<file path="config.mk">
export PLATFORM = sky130hd
export DESIGN_NAME = mealy_seq_detector
export DESIGN_NICKNAME = d
export VERILOG_FILES = /design/src/rtl/mealy_seq_detector.sv
export SDC_FILE = /design/constraint.sdc
export NUM_CORES = 1
export LEC_CHECK = 0
export CAP_MARGIN = 20
export CORE_MARGIN = 2
export CORE_UTILIZATION = 50
export CTS_BUF_LIST = sky130_fd_sc_hd__clkbuf_16
export CTS_CLUSTER_DIAMETER = 100
export DETAILED_ROUTE_END_ITERATION = 10
export DONT_BUFFER_PORTS = 1
export MAX_ROUTING_LAYER = met4
export PLACE_DENSITY = 0.76
export REMOVE_ABC_BUFFERS = 1
export SYNTH_ARGS = -nofsm -noshare
export SYNTH_HDL_FRONTEND = slang
export SYNTH_SLANG_ARGS = --single-unit
</file>
<file path="constraint.sdc">
create_clock -name clk -period 4.35 [get_ports clk]
set_clock_uncertainty 0.1 [all_clocks]
set_input_delay 0.435 -clock clk [delete_from_list [all_inputs] [get_ports clk]]
set_output_delay 0.435 -clock clk [all_outputs]
set_load 0.01 [all_outputs]
</file>
<file path="src/rtl/mealy_seq_detector.sv">
// Mealy serial pattern detector with a parameter-elaborated KMP fallback
// table, optional overlapping matches and a saturating match counter.
// State encoding: 0 = IDLE, k+1 = "k pattern bits matched" for k = 0..N-1.
module mealy_seq_detector #(
   parameter int             N       = 4,
   parameter logic [N-1:0]   PATTERN = 4'b1011,
   parameter bit             OVERLAP = 1'b1,
   parameter int             CNT_W   = 8,
   localparam int            SW      = $clog2(N + 1)
) (
   input  logic             clk,
   input  logic             rst,
   input  logic             en,
   input  logic             din_valid,
   input  logic             din,
   output logic             dout,
   output logic [CNT_W-1:0] match_cnt,
   output logic [SW-1:0]    p_state,
   output logic [SW-1:0]    n_state
);

   localparam logic [SW-1:0] IDLE  = '0;
   localparam logic [SW-1:0] FIRST = SW'(1);
   localparam logic [SW-1:0] LAST  = SW'(N);
   localparam int            TBL_W = 2 * N * SW;

   // Longest proper prefix of PATTERN that is also a suffix of it.
   function automatic int border_len();
      int best;
      bit ok;
      best = 0;
      for (int j = 1; j < N; j++) begin
         ok = 1'b1;
         for (int i = 0; i < j; i++)
            if (PATTERN[N-1-i] != PATTERN[j-1-i]) ok = 1'b0;
         if (ok) best = j;
      end
      return best;
   endfunction

   // Next-state table for every (matched count k, received bit b) pair.
   // Entry (k,b) sits at bit offset (2*k+b)*SW and holds an encoded state.
   function automatic logic [TBL_W-1:0] build_table();
      logic [TBL_W-1:0] tbl;
      logic [15:0]      seq;   // seq[0] is the oldest bit of the window
      int               nxt;
      bit               ok;
      tbl = '0;
      for (int k = 0; k < N; k++) begin
         for (int b = 0; b < 2; b++) begin
            seq = '0;
            for (int i = 0; i < k; i++) seq[i] = PATTERN[N-1-i];
            seq[k] = b[0];
            if (k == N - 1 && b[0] == PATTERN[0]) begin
               nxt = OVERLAP ? border_len() : 0;
            end else begin
               nxt = 0;
               for (int j = 1; j <= k + 1; j++) begin
                  ok = 1'b1;
                  for (int i = 0; i < j; i++)
                     if (PATTERN[N-1-i] != seq[k+1-j+i]) ok = 1'b0;
                  if (ok) nxt = j;
               end
            end
            tbl[(2*k+b)*SW +: SW] = SW'(nxt + 1);
         end
      end
      return tbl;
   endfunction

   localparam logic [TBL_W-1:0] NXT_TBL = build_table();

   int idx;

   // State register and saturating match counter
   always_ff @(posedge clk or posedge rst) begin
      if (rst) begin
         p_state   <= IDLE;
         match_cnt <= '0;
      end else begin
         // NOTE: non-blocking assignments keep every register sampling the
         // pre-edge values, independent of statement order.
         p_state <= n_state;
         if (dout && match_cnt != '1)
            match_cnt <= match_cnt + 1'b1;
      end
   end

   // Mealy output decoder: full match on the last bit of the pattern
   always_comb begin
      // NOTE: a default before any condition guarantees no latch is inferred.
      dout = 1'b0;
      if (en && din_valid && p_state == LAST && din == PATTERN[0])
         dout = 1'b1;
   end

   // Next-state decoder: soft clear, IDLE exit, table-driven fallback
   always_comb begin
      n_state = p_state;
      idx     = 0;
      if (!en) begin
         n_state = IDLE;
      end else if (p_state == IDLE) begin
         n_state = FIRST;
      end else if (p_state > LAST) begin
         n_state = IDLE;
      end else if (din_valid) begin
         idx     = 2 * (int'(p_state) - 1) + int'(din);
         n_state = NXT_TBL[idx*SW +: SW];
      end
   end

endmodule

</file>
==> metrics <==
status finished clean; Critical Path AT 3480 ps; Routed WL 2300 um; fmax 249 MHz; initial core utilization 53.6%; Setup TNS 0 ps; Final ANT Viol Nets 0; EDFF count, synth 0; initial antenna violation count 0; Row Count 16; CTS tree done; Clock transition at path regs 40 ps; CP required 3820 ps; fraction of registers with async set/reset 100%; Overflow after GRT 0; largest net degree at the start of global routing 15; buffer and inverter count on the worst path 3; Finished Core Util 59.5%; Crit path max-delay family adder cells; Die Span Y 50.3 um; Slew Viols, Final 0; clk buf depth 2; Vias per Instance 6.00; Final Hold Fails 0; Final nets 138; routed vias 870; final setup violation count 0; slew margin rel. 60.2%; vias in the first global route 879; WL/cell 15.8 um; IO Pins 20; Worst Setup Start Kind flip-flop; Yosys cell types 41; n_diodes 0; clock sinks 11; Worst-Skew Late Latency 230 ps; WS Path Type flip-flop to output pin; RSZ-0062 raised after global routing no; Final GP Congestion 0.939; Crit. End Element output pin; Layout area overhead 11.0%; cell area after synthesis 1070 um2; DRT iter0 DRCs 25; Worst-Margin Slew 592 ps; drt pass-1 iters 4; MaxCap Viol Count 0; CP max stage cell fa_1; Num CTS Buffers 3; CP Cell Sequence inv_1, ha_1, ha_1, inv_1, ha_1, inv_1, fa_1, xnor2_2, and3_1, nand2_1, o32ai_1, o2bb2ai_1; Clock Tree Root clkbuf_16; sequential share of the synthesized area 25.6%; synthesis-stage register bit count 11; Die ar. 2530 um2; core area 2000 um2; top_reg_cell synth dfrtp_1; critical path peak fanout 9; min-delay worst type input port to flip-flop; Final Critical Period 4010 ps; layout cell share with drive strength beyond 1 11.9%; Avg Inst Size Synth 9.42 um2; H-tree levels 1; Fin Hold WS 360 ps; DPL Wire Length 1830 um; Die X 50.3 um; All-Layer GR Usage 21.0%; Syn Inst Count 114; first-pass GRT wire length 3980 um; YS warnings 0; fin crit share 92.2%; DRC Markers 0; port buffer count 0; CP max stage delay 520 ps
cell type report:
cell class / count / area, um2
Tap cell: 27 / 33.8
Multi-Input combinational cell: 87 / 729
Clock inverter: 1 / 3.75
Clock buffer: 3 / 75.1
Timing Repair Buffer: 3 / 25.0
Fill cell: 160 / 811
Sequential cell: 11 / 275
Inverter: 13 / 48.8
final timing paths:
kind	from	to	slack (ps)	depth (start not counted)
worst max-delay path	p_state[1]$_DFF_PP0_	n_state[1]	340	12
worst min-delay path	din_valid	p_state[1]$_DFF_PP0_	360	2
worst max register to register	p_state[1]$_DFF_PP0_	p_state[0]$_DFF_PP0_	860	11
worst min register to register	match_cnt[2]$_DFFE_PP0P_	match_cnt[2]$_DFFE_PP0P_	470	1
max in group asynchronous	rst	match_cnt[0]$_DFFE_PP0P_	3320	2
min in group asynchronous	rst	match_cnt[6]$_DFFE_PP0P_	540	2
through the flow:
step	setup WS [ps]	cells	area, um2
final	340	145	1190
after CTS	357	145	1190
after detailed placement	620	140	1100
after floorplan	788	111	1050
after global routing	12.1	145	1190
after global placement	715	140	1100
cells by family after synthesis:
family | synth area share [%]
AO/OA/AOI/OAI | 16.9
XOR/XNOR | 12.8
adder cells (fa/ha/maj) | 17.0
buffers and inverters | 6.41
flip-flops | 25.6
multiplexers | 2.10
AND/OR/NAND/NOR | 19.1
cell usage in the layout, fill, tap and decap left out, types with 4 or more instances in the layout:
| master | count |
|---|---|
| ha_1 | 13 |
| and3_1 | 4 |
| xnor2_1 | 5 |
| dfrtp_1 | 11 |
| nand2_1 | 6 |
| xor2_1 | 7 |
| inv_1 | 14 |
per-layer routing:
layer  GRT usage (%)  routed length, um
met5               -                  0
met2            34.0               1100
met3            6.85                144
met1            25.8               1010
met4            4.05                 39
sequential cells by signal (all words and copies together), names as in the netlist:
name / cells
match_cnt: 8
p_state: 3
worst reg2reg max path: cells and delay by family, from the launching register on:
family	cells	cell delay (ps)
fa+ha+maj	4	1500
compound gates	3	920
flops	1	460
buf+inv	3	210
simple gates	1	110
what timing repair did:
| action | in CTS | in global routing |
|---|---|---|
| endpoints found under the hold margin | 11 | 0 |
| buffers inserted | 0 | 0 |
| hold buffers | 1 | 0 |
| resized for setup | 0 | 0 |
Yosys cell counts, types with 2 or more instances:
master	instances	share of area, %
nand2_1	6	2.1
a211oi_1	3	2.1
nor3_1	2	0.93
inv_1	13	4.5
dfrtp_1	11	26
xor2_1	7	5.7
nand4_1	2	1.2
o21bai_1	2	1.4
nor2_1	3	1.0
a31oi_1	3	1.7
and2_1	3	1.7
nand3_1	3	1.4
and3_1	4	2.3
ha_1	13	15
o21ai_1	2	0.93
buf_4	2	1.4
o21ai_0	3	1.4
mux2_2	2	2.1
nor2b_1	2	1.2
nor4b_1	3	2.4
xnor2_1	5	4.1
Power is left out: the tool's default activity adds up to more than one toggle a clock period on the data nets, which glitch-free logic cannot reach.
